`src/rtl/cpu_clk_enable_ctrl_pkg.sv`:
```
// Shared definitions for the processor clock-enable controller:
// mode encodings and the default debounce length.
package clk_ctrl_pkg;

    typedef enum logic [1:0] {
        MODE_NORMAL = 2'b00,
        MODE_DEBUG  = 2'b01,
        MODE_STEP   = 2'b10
    } mode_t;

    // 20 ms of stable input at 50 MHz
    localparam int DEBOUNCE_CYCLES_DEFAULT = 1_000_000;

endpackage

```
`src/rtl/cpu_clk_enable_ctrl_key_debounce.sv`:
```
// Pushbutton conditioner: 2-flop synchroniser, stability counter and a
// single-cycle press pulse on each accepted released->pressed change.
module key_debounce #(
    parameter int DEBOUNCE_CYCLES = 1_000_000,
    parameter int DB_CNT_W        = 20
) (
    input  logic CLOCK_50,
    input  logic reset,
    input  logic key_n,
    output logic press
);

    localparam logic [DB_CNT_W-1:0] CNT_MAX = DB_CNT_W'(DEBOUNCE_CYCLES - 1);

    logic                sync1;
    logic                sync2;
    logic                stable;
    logic [DB_CNT_W-1:0] cnt;
    logic                accept;

    // The stable value is about to take the synchronised value this cycle
    assign accept = (sync2 != stable) && (cnt == CNT_MAX);
    // Only the 1->0 (released->pressed) acceptance produces a pulse
    assign press  = accept & stable;

    // Bring the asynchronous key into the CLOCK_50 domain
    always_ff @(posedge CLOCK_50) begin
        if (reset) begin
            sync1 <= 1'b1;
            sync2 <= 1'b1;
        end else begin
            sync1 <= key_n;
            sync2 <= sync1;
        end
    end

    // Accept a new level only after it has held for DEBOUNCE_CYCLES cycles
    always_ff @(posedge CLOCK_50) begin
        if (reset) begin
            stable <= 1'b1;
            cnt    <= '0;
        end else if (sync2 == stable) begin
            cnt    <= '0;
        end else if (cnt == CNT_MAX) begin
            stable <= sync2;
            cnt    <= '0;
        end else begin
            cnt    <= cnt + 1'b1;
        end
    end

endmodule

```
`src/rtl/cpu_clk_enable_ctrl.sv`:
```
// Processor clock-enable generator. Converts divider taps and two board
// pushbuttons into a single-cycle cpu_ce in NORMAL, DEBUG or STEP mode,
// all in the CLOCK_50 domain.
module cpu_clk_enable_ctrl
    import clk_ctrl_pkg::*;
#(
    parameter int DEBOUNCE_CYCLES = DEBOUNCE_CYCLES_DEFAULT,
    parameter int DB_CNT_W        = 20,
    parameter int STEP_CNT_W      = 8
) (
    input  logic                  CLOCK_50,
    input  logic                  reset,
    input  logic                  divclock,
    input  logic                  depclock,
    input  logic                  KEY_mode,
    input  logic                  KEY_step,
    output logic                  cpu_ce,
    output logic [1:0]            mode,
    output logic [STEP_CNT_W-1:0] step_count
);

    mode_t mode_q;
    logic  prev_div;
    logic  prev_dep;
    logic  rise_div;
    logic  rise_dep;
    logic  mode_press;
    logic  step_press;

    key_debounce #(
        .DEBOUNCE_CYCLES (DEBOUNCE_CYCLES),
        .DB_CNT_W        (DB_CNT_W)
    ) u_db_mode (
        .CLOCK_50 (CLOCK_50),
        .reset    (reset),
        .key_n    (KEY_mode),
        .press    (mode_press)
    );

    key_debounce #(
        .DEBOUNCE_CYCLES (DEBOUNCE_CYCLES),
        .DB_CNT_W        (DB_CNT_W)
    ) u_db_step (
        .CLOCK_50 (CLOCK_50),
        .reset    (reset),
        .key_n    (KEY_step),
        .press    (step_press)
    );

    assign rise_div = divclock & ~prev_div;
    assign rise_dep = depclock & ~prev_dep;
    assign mode     = mode_q;

    // Tap history for rising-edge detection
    always_ff @(posedge CLOCK_50) begin
        if (reset) begin
            prev_div <= 1'b0;
            prev_dep <= 1'b0;
        end else begin
            prev_div <= divclock;
            prev_dep <= depclock;
        end
    end

    // Mode FSM and cpu_ce register: pulse source follows the current (old) mode
    always_ff @(posedge CLOCK_50) begin
        if (reset) begin
            mode_q <= MODE_NORMAL;
            cpu_ce <= 1'b0;
        end else begin
            case (mode_q)
                MODE_NORMAL: begin
                    cpu_ce <= rise_div;
                    if (mode_press) mode_q <= MODE_DEBUG;
                end
                MODE_DEBUG: begin
                    cpu_ce <= rise_dep;
                    if (mode_press) mode_q <= MODE_STEP;
                end
                MODE_STEP: begin
                    cpu_ce <= step_press;
                    if (mode_press) mode_q <= MODE_NORMAL;
                end
                default: begin
                    // Unreachable 2'b11: recover to NORMAL silently
                    cpu_ce <= 1'b0;
                    mode_q <= MODE_NORMAL;
                end
            endcase
        end
    end

    // Count issued pulses; wraps naturally at 2^STEP_CNT_W
    always_ff @(posedge CLOCK_50) begin
        if (reset) begin
            step_count <= '0;
        end else if (cpu_ce) begin
            step_count <= step_count + 1'b1;
        end
    end

endmodule

```
`config.mk`:
```
export PLATFORM = sky130hd
export DESIGN_NAME = cpu_clk_enable_ctrl
export DESIGN_NICKNAME = d
export VERILOG_FILES = /design/src/rtl/cpu_clk_enable_ctrl_pkg.sv /design/src/rtl/cpu_clk_enable_ctrl_key_debounce.sv /design/src/rtl/cpu_clk_enable_ctrl.sv
export SDC_FILE = /design/constraint.sdc
export NUM_CORES = 1
export LEC_CHECK = 0
export ABC_CLOCK_PERIOD_IN_PS = 6150
export BUFFER_PORTS_ARGS = -buffer_cell sky130_fd_sc_hd__buf_2
export CAP_MARGIN = 20
export CORE_MARGIN = 2
export CORE_UTILIZATION = 40
export DETAILED_ROUTE_END_ITERATION = 10
export GPL_ROUTABILITY_DRIVEN = 0
export PLACE_DENSITY = 0.62
export SYNTH_ARGS = -nofsm -noshare
export SYNTH_HDL_FRONTEND = slang
export SYNTH_SLANG_ARGS = --single-unit
```
`constraint.sdc`:
```
create_clock -name CLOCK_50 -period 6.15 [get_ports CLOCK_50]
set_clock_uncertainty 0.1 [all_clocks]
set_input_delay 0.3075 -clock CLOCK_50 [delete_from_list [all_inputs] [get_ports CLOCK_50]]
set_output_delay 0.3075 -clock CLOCK_50 [all_outputs]
set_load 0.02 [all_outputs]
```
==> Yosys cells after proc, flatten, opt, wreduce, memory -nomap -nowiden <==
Index checks and enable logic that the tools add are counted.
{ "op_classes": {"n_mux": 5, "bitwise": 8, "reduce_logical": 8, "eq_ne": 11, "add_sub_neg": 3} }
{ "op_table": {"columns": ["op", "count"], "rows": [
  ["20-bit by 1-bit adder with 20-bit output (second input constant)", 2],
  ["20-bit == test (second input constant)", 2],
  ["8-bit by 1-bit adder with 8-bit output (second input constant)", 1],
  ["2-bit two-way mux", 3],
  ["2-bit != test (second input constant)", 3],
  ["2-bit case mux with 3 select lines", 1],
  ["3-bit OR reduction", 2],
  ["1-bit bitwise AND", 4],
  ["1-bit NOT", 4],
  ["2-bit AND reduction", 2],
  ["1-bit case mux with 3 select lines", 1],
  ["3-bit AND reduction", 1],
  ["1-bit == test", 2],
  ["2-bit by 1-bit == test with 1-bit output (second input constant)", 1],
  ["2-bit == test (second input constant)", 1],
  ["1-bit logical AND", 2],
  ["2-bit zero test", 1],
  ["1-bit != test", 2]
]} }
{ "totals": {"elab_cells": 48, "inputBits": 6, "out_inout_bits": 11, "ff_bits": 59} }

==> Longest topological paths before layout <==
Gate-level depths: netlist of run 1.
{ "logic_depth": {"word_depth": 5, "depth_mapped": 6, "mapped_depth_nobuf": 5} }

==> Modules after synthesis <==
A second synthesis of run 1 with hierarchy kept.
{ "unflattened": {"hier_cells": 281, "area_unflattened_um2": 2578.7} }
{ "by_module_without_submodules": {"columns": ["module", "cells_per_inst", "seq_area_each_um2", "area_per_inst_um2", "instances"], "rows": [
  ["key_debounce", 114, 460.4, 1037.2, 2],
  ["cpu_clk_enable_ctrl", 53, 260.2, 504.2, 1]
]} }

==> Worst setup path before layout of run 1 <==
No wires, ideal clock.
{ "synth_path": {"path_type": "register -> register", "start": "reg u_db_step.cnt[0]", "end": "reg u_db_step.cnt[10]", "setup_time_ps": 117, "period_less_slack_ps": 2054, "t_required_ps": 5933, "path_slack_ps": 4096, "path_stages_with_launch": 7, "path_buffers": 1, "arrival_time_ps": 1837, "path_cell_list": "dfxtp_1 ha_1 nand3_1 or2_2 o21ai_1 buf_2 nor2_1"} }
{ "synth_via": {"elab_chain_cells": 2, "elab_cells_between_ends": 3, "classes_between": "add/sub: 1; eq/ne: 1; reduce/logical: 1"} }
{ "synth_rtl": {"columns": ["item", "line_no", "rtl"], "rows": [
  ["start, declared", "cpu_clk_enable_ctrl_key_debounce.sv:18", "logic [DB_CNT_W-1:0] cnt;"],
  ["start signal, assigned", "cpu_clk_enable_ctrl_key_debounce.sv:48", "cnt <= cnt + 1'b1;"],
  ["branches (longest 2 deep; another with 20-bit by 1-bit adder with 20-bit output)", null, null]
]} }
Several ways; the timed one is not identified.
A chain may end at the register's enable or synchronous reset.

==> Worst setup path after layout of run 1 <==
{ "layout_path": {"start": "reg u_db_mode.cnt[11]", "end": "reg u_db_mode.cnt[18]"} }
{ "layout_via": {"elab_chain_cells": 2, "elab_cells_between_ends": 3, "classes_between": "add/sub: 1; eq/ne: 1; reduce/logical: 1"} }
{ "layout_rtl": {"columns": ["item", "line_no"], "rows": [
  ["start, declared", "cpu_clk_enable_ctrl_key_debounce.sv:18"],
  ["start signal, assigned", "cpu_clk_enable_ctrl_key_debounce.sv:48"],
  ["branches (longest 2 deep; another with 20-bit by 1-bit adder with 20-bit output)", null]
]} }
Several ways; the timed one is not identified.

==> results.txt, run 1 <==
----------------------------------------------------
[Logic synthesis]
  Distinct cell type count of the synthesized netlist ... 44
  Total standard cell area after synthesis ... ~0.0026 mm2
  Leading cell type by number of instances after synthesis ... dfxtp_1
  Number of synthesized flops with an enable pin ... 0
  Sequential element share of the synthesized area ... 0.459
  Most used standard cells in the synthesized netlist ... dfxtp_1, nor2_1, xnor2_1
  Largest cells by area after synthesis ... dfxtp_1, xnor2_1, nor2_1, xor2_1, nand3_1
  Number of cells produced by synthesis ... around 290
  Share of synthesized flip-flops with an asynchronous set or reset ... 0
  Number of nets produced by synthesis ... 301
  Post-synth top area share ... 0.459
  Synth warn ... 0
  Average footprint of a synthesized cell ... ~8.8 um2
  Number of register bits inferred by synthesis ... 59
  Most common flop cell mapped by yosys ... dfxtp_1
  Area leader, netlist ... dfxtp_1

[Critical path]
  Signal arrival time at the worst endpoint ... 2.71 ns
  Endpoint required time on the critical path ... about 6.3 ns
  Highest net fanout along the worst path ... 20
  Kind of critical path ... register to register
  Startpoint kind of the worst setup timing path ... register
  First element of the critical path ... u_db_mode.cnt[11]
  Reg2Reg Launch Point ... u_db_mode.cnt[11]
  CP endpoint kind ... register

[Placed design]
  Port Buf Inserts ... 16
  Place WS ... 3.56 ns
  Post-DP HPWL ... around 3300 um

[Timing]
  Setup Viol. Count Final ... 0
  Relative slew margins ... 0.380
  Setup WS post-layout ... ~3.6 ns
  Final worst hold slack ... approximately 0.063 ns
  Minimum clock period after layout ... 2.59 ns
  Pins Over Slew Limit ... 0
  Final worst-path cycle share ... 0.421
  Final hold vios ... 0
  Accumulated negative setup slack ... 0 ns
  Slew at the pin with the worst max-slew slack ... between 0.9 and 1 ns
  Setup repair after global routing missed its margin ... no
  F_max ... 0.386 GHz

[Global routing]
  Number of global-route vias before repair ... 1916
  GR Layer Usage met3 ... 0.0629
  Wire length of the first global-routing pass ... between 8000 and 9000 um
  Number of antenna violations at the first check in global routing ... 0
  Total routing usage reported by global routing ... 0.146
  Met1 usage in global routing ... 0.182
  Total overflow reported by the global router ... 0
  Pin count of the biggest net entering global routing ... 21
  Most congested layer reported by global routing ... met2
  Fraction of met2 tracks used by global routing ... 0.229

[Finish]
  Final net count ... 319
  Share of cells above drive strength 1 ... 0.131
  Layout area overhead ... 12.2%
  Antenna cells ... 0
  Number of filler instances in the final layout ... 636
  Fin util ... 0.460

[Clock network]
  Worst-path clk slew ... 0.06 ns
  # H-tree levels ... 3
  Max clock buf depth ... 2
  Count of buffers added by post-CTS timing repair for setup ... 0
  TritonCTS clock tree ... built
  Master cell of the clock root buffer ... clkbuf_8
  Number of buffers added by the clock tree synthesis step ... 9
  Clock Latency Late Sink ... 0.33 ns
  PostCTS Resize Cnt ... 0
  CTS sink cnt ... between 50 and 60
  Post-CTS Hold Buffers ... 0

[Status]
  Run status ... finished, final reports clean

[Floorplan]
  Boundary pin count ... 17
  Die ar. ... 0.00710 mm2
  Number of core rows ... 29
  Floorplan Core Area ... 0.00628 mm2
  Die Height ... 84.2 um
  Initial Util ... 0.410
  Die span in x ... ~84 um

[Power]
  Leakage ... ~0.00095 uW
  Power Total ... between 700 and 800 uW
  Worst VDD drop ... roughly 0.18 mV
  Total power divided by cell area ... about 250 mW/mm2

[Detailed routing]
  WL per Instance ... 12.2 um
  Residual antenna-violating net count after detailed routing ... 0
  Routed via count divided by cell count ... just over 5
  First-pass iteration count of the detailed router ... 4
  Number of design-rule violations left by the first detailed-router iteration ... 86
  Number of DRC violations after detailed routing ... 0
  Vias after detailed routing ... approximately 2000
  Final Routed Wirelength ... 4750 um

[Hold path]
  Worst hold path startpoint ... KEY_mode
  Class of the tightest hold or removal check ... input port to register

[Flow run]
  Number of max-cap violations ... 0

----------------------------------------------------
-- critical path: stages, from the launching register on --
cell and delay, ns:
dfxtp_1 0.33, or4b_1 0.54, or4_4 0.52, o221ai_2 0.75, o21ba_1 0.24
-- per-stage QoR --
stage	cells	area, um2
floorplan	292	2570
global placement	376	2710
detailed placement	376	2710
CTS	390	2890
global route	390	2890
finish	390	2890
-- report_power, final --
part / internal, uW / total [uW] / switching, uW / leakage (uW)
Clock: 192 / 330 / 137 / 0.0000950
Sequential: 386 / 388 / 2.78 / 0.000477
Combinational: 5.94 / 14.6 / 8.70 / 0.000382
-- area by class of cell --
type,instances,area (um2),area share
Multi-Input combinational cell,212,1300,0.450
Clock buffer,11,141,0.0489
Sequential cell,59,1180,0.409
Clock inverter,3,40.0,0.0139
Inverter,11,41.3,0.0143
Timing Repair Buffer,17,87.6,0.0303
Tap cell,77,96.3,0.0333
-- state kept, by name, summed over array words and instances (netlist names) --
name	cells
u_db_step.cnt	20
cpu_ce	1
prev_div	1
prev_dep	1
u_db_mode.sync2	1
u_db_step.sync2	1
u_db_mode.sync1	1
u_db_step.sync1	1
u_db_step.stable	1
u_db_mode.stable	1
u_db_mode.cnt	20
step_count	8
mode	2
-- logic make-up (layout without fill, tap and decap cells) --
family,Yosys count,after routing,synth area share
multiplexers,3,3,0.0117
AND/OR/NAND/NOR,143,143,0.297
adder cells (fa/ha/maj),3,3,0.0146
flip-flops,59,59,0.459
buffers and inverters,21,42,0.0360
AO/OA/AOI/OAI,31,31,0.0734
XOR/XNOR,32,32,0.109
-- final timing paths --
kind / endpoint / slack, ns / depth (start not counted)
worst max register to register: u_db_mode.cnt[18] / 3.56 / 4
worst min-delay path: u_db_mode.sync1 / 0.06 / 2
worst max-delay path: u_db_mode.cnt[18] / 3.56 / 4
worst min register to register: u_db_step.sync2 / 0.31 / 1
-- placed cells by master, fill, tap and decap left out, types with 2 or more instances in the layout --
cell / synthesis / layout
a21oi_1: 12 / 12
and3_1: 3 / 3
buf_2: 1 / 16
clkbuf_8: 0 / 10
clkinv_2: 0 / 2
dfxtp_1: 59 / 59
ha_1: 3 / 3
inv_1: 11 / 11
mux2i_1: 3 / 3
nand2_1: 15 / 15
nand3_1: 17 / 17
nand3b_1: 2 / 2
nand4_1: 12 / 12
nor2_1: 43 / 43
nor2b_1: 3 / 3
nor3_1: 9 / 9
nor4_1: 8 / 8
nor4b_1: 2 / 2
o21ai_0: 10 / 10
o31ai_1: 2 / 2
or2_2: 5 / 5
or3_1: 9 / 9
or4_1: 5 / 5
or4b_1: 2 / 2
xnor2_1: 19 / 19
xor2_1: 13 / 13
-- routing by layer --
metal,vias to the layer above,routed length [um]
met1,930,2350
met4,0,52
li1,1061,-
met3,5,159
met2,20,2190
met5,-,0
(Power assumes the default switching activity.)
==> run 2, diff against run 1 <==
--- a/config.mk
+++ b/config.mk
@@ -5,14 +5,14 @@
 export SDC_FILE = /design/constraint.sdc
 export NUM_CORES = 1
 export LEC_CHECK = 0
-export ABC_CLOCK_PERIOD_IN_PS = 6150
+export ABC_CLOCK_PERIOD_IN_PS = 2100
 export BUFFER_PORTS_ARGS = -buffer_cell sky130_fd_sc_hd__buf_2
 export CAP_MARGIN = 20
 export CORE_MARGIN = 2
 export CORE_UTILIZATION = 40
 export DETAILED_ROUTE_END_ITERATION = 10
 export GPL_ROUTABILITY_DRIVEN = 0
-export PLACE_DENSITY = 0.62
+export PLACE_DENSITY = 0.64
 export SYNTH_ARGS = -nofsm -noshare
 export SYNTH_HDL_FRONTEND = slang
 export SYNTH_SLANG_ARGS = --single-unit
==> constraint.sdc (replaced) <==
create_clock -name CLOCK_50 -period 2.1 [get_ports CLOCK_50]
set_clock_uncertainty 0.1 [all_clocks]
set_input_delay 0.105 -clock CLOCK_50 [delete_from_list [all_inputs] [get_ports CLOCK_50]]
set_output_delay 0.105 -clock CLOCK_50 [all_outputs]
set_load 0.02 [all_outputs]
==> run 2 against run 1 <==
  * Clock-buffer cell count is 3 higher
  * Clock power grew to 3.0 times the previous value
  * Via count is 2.3% higher
  * Worst hold slack worse by 0.021 ns
  * Sequential power grew to 2.9 times the previous value
  * Die area stayed put
  * Critical path type unchanged
  * Largest cell class unchanged
  * Largest power group unchanged
==> results.txt, run 2 (synthesized netlist as in run 1, its figures left out) <==
----------------------------------------------------
[Placed design]
  Cell area after placement ... 0.00287 mm2 (+6.1%)
  Post-DP HPWL ... 3530 um (+5.7%)
  Port Buf Inserts ... 16 (unchanged)

[Clock network]
  Clock Latency Late Sink ... 0.33 ns (about the same)
  CTS sink cnt ... 59 (unchanged)
  Max clock buf depth ... 2 (unchanged)
  Master cell of the clock root buffer ... clkbuf_8
  TritonCTS clock tree ... built
  # H-tree levels ... 3 (unchanged)
  Count of buffers added by post-CTS timing repair for setup ... 0 (unchanged)
  Worst-path clk slew ... 0.06 ns (about the same)
  Number of buffers added by the clock tree synthesis step ... 9 (unchanged)

[Finish]
  Final Instance Area ... 0.00314 mm2 (+8.6%)
  Antenna cells ... 0 (unchanged)
  Number of filler instances in the final layout ... 566 (-11%)
  Leading cell type in the layout, fill and taps excluded ... dfxtp_1
  Registers with the most flip-flops ... u_db_mode.cnt: 20 flops, u_db_step.cnt: 20 flops, step_count: 8 flops
  Most frequent cells in the layout ... dfxtp_1, nor2_1, buf_4
  Layout area overhead ... 21.8%
  Final net count ... 345 (+8.2%)
  Share of cells above drive strength 1 ... 0.194 (+0.0626)

[Global routing]
  Wire length of the first global-routing pass ... 8960 um (+6.7%)
  Pin count of the biggest net entering global routing ... 21 (unchanged)
  Number of antenna violations at the first check in global routing ... 0 (unchanged)
  Total routing usage reported by global routing ... 0.157 (+0.0104)
  Total overflow reported by the global router ... 0 (unchanged)
  Number of global-route vias before repair ... 1996 (+4.2%)

[Timing]
  Final hold vios ... 0 (unchanged)
  Accumulated negative setup slack ... 0 ns (unchanged)
  Slew at the pin with the worst max-slew slack ... 0.420 ns (-0.509 ns)
  Minimum clock period after layout ... 2.06 ns (-0.527 ns)
  F_max ... 0.484 GHz (+26%)
  Pins Over Slew Limit ... 0 (unchanged)
  Relative slew margins ... 0.717 (+0.337)
  Setup Viol. Count Final ... 0 (unchanged)
  Final worst-path cycle share ... 0.983 (+0.562)

[Detailed routing]
  WL per Instance ... 11.7 um (-4.1%)
  Number of DRC violations after detailed routing ... 0 (unchanged)
  Final Routed Wirelength ... 4880 um (+2.7%)
  Number of design-rule violations left by the first detailed-router iteration ... 62 (-28%)
  First-pass iteration count of the detailed router ... 4 (unchanged)
  Residual antenna-violating net count after detailed routing ... 0 (unchanged)
  Vias after detailed routing ... 2062 (+2.3%)
  Routed via count divided by cell count ... 4.93 (-4.6%)

[Critical path]
  Critical Path, Cell by Cell ... or4b_4 -> or4_4 -> o221ai_4 -> buf_6 -> o21ba_1
  Kind of critical path ... register to register
  Signal arrival time at the worst endpoint ... 2.19 ns (-0.52 ns)
  Standard cell with the maximum stage delay on the critical path ... or4b_4
  Highest net fanout along the worst path ... 8 (-60%)
  Highest cell delay on the worst timing path ... 0.54 ns (-0.21 ns)
  Endpoint required time on the critical path ... 2.22 ns (-4.05 ns)
  CP endpoint kind ... register
  Startpoint kind of the worst setup timing path ... register

[Floorplan]
  Number of core rows ... 29 (unchanged)
  Die span in x ... 84.2 um (unchanged)
  Die ar. ... 0.00710 mm2 (unchanged)
  Die Height ... 84.2 um (unchanged)
  Boundary pin count ... 17 (unchanged)
  Floorplan Core Area ... 0.00628 mm2 (unchanged)
  Initial Util ... 0.410 (unchanged)

[Status]
  Run status ... finished, final reports clean

[Power]
  Internal power ... 1730 uW (+200%)
  Total power divided by cell area ... 691 mW/mm2 (+170%)
  Logic pwr share ... 0.024 (+0.004)
  Worst VDD drop ... 0.497 mV (+180%)
  Portion of total power attributed to the clock network ... 0.452 (+0.002)
  Switching power of the nets ... 433 uW (+190%)
  Proportion of power drawn by flip-flops and latches ... 0.525 (-0.005)
  Switching power share of the total ... 0.200 (-0.00333)
  Leakage ... 0.00110 uW (+15%)

[Flow run]
  Number of max-cap violations ... 0 (unchanged)

[Hold path]
  Class of the tightest hold or removal check ... input port to register

----------------------------------------------------
-- run 2: cell count changes in the layout (fill, tap and decap cells not counted), sizes merged --
cell and delta:
clkbuf +3, dlygate4sd3 +4, clkinv -1, buf +22
-- run 2: final cells by class --
| class | count | area, um2 | area share |
|---|---|---|---|
| clock buffers | 14 | 153 | 0.0487 |
| flip-flops and latches | 59 | 1180 | 0.377 |
| well taps | 77 | 96.3 | 0.0307 |
| clock inverters | 2 | 35.0 | 0.0112 |
| multi-input cells | 212 | 1330 | 0.424 |
| inverters | 11 | 41.3 | 0.0132 |
| repair buffers | 43 | 300 | 0.0957 |
-- run 2: critical path: cells and delay by family, from the launching register on --
family	cells	cell delay (ns)
and+or+nand+nor	2	1.05
AOI/OAI and AO/OA	2	0.35
DFF	1	0.31
buffers and inverters	1	0.16
-- run 2: path summary, 6_finish.rpt --
path	slack [ns]	start	endpoint	cells after the start
min	0.04	reset	step_count[6]	2
min reg2reg	0.30	u_db_mode.sync1	u_db_mode.sync2	1
max	0.04	u_db_mode.cnt[11]	u_db_mode.cnt[18]	5
max reg2reg	0.04	u_db_mode.cnt[11]	u_db_mode.cnt[18]	5
-- run 2: per-layer routing --
metal	vias up	track usage	routed length, um
met1	918	0.198	2360
met2	20	0.237	2270
li1	1114	-	-
met4	0	0.0865	94
met3	10	0.0501	153
met5	-	0	0
-- run 2: what timing repair did --
| item | CTS | global route |
|---|---|---|
| gates resized for setup | 0 | 8 |
| endpoints found under the hold margin | 4 | 0 |
| setup endpoints to repair | 0 | 18 |
| hold buffers | 4 | 0 |
-- run 2: stage by stage --
stage / setup slack, ns / utilization / hold WS (ns) / power (uW) / std cells
2_1_floorplan: 0.0456 / - / 0.109 / 1190 / 292
3_3_place_gp: 0.0328 / 0.458 / 0.198 / 1210 / 398
3_5_place_dp: 0.00785 / 0.458 / 0.197 / 1210 / 398
4_1_cts: 0.00210 / 0.494 / 0.0315 / 2210 / 418
5_1_grt: -0.00527 / 0.500 / 0.0560 / 2260 / 418
6_report: 0.0350 / 0.500 / 0.0422 / 2170 / 418
-- run 2: power by group through the flow --
stage                     Combinational (uW)  Clock, uW  Sequential (uW)
final                                   51.6        979             1140
after global routing                    57.4       1060             1140
after CTS                               50.9       1020             1140
after detailed placement                44.7          0             1160
after global placement                  44.4          0             1160
after floorplan                         29.1          0             1160
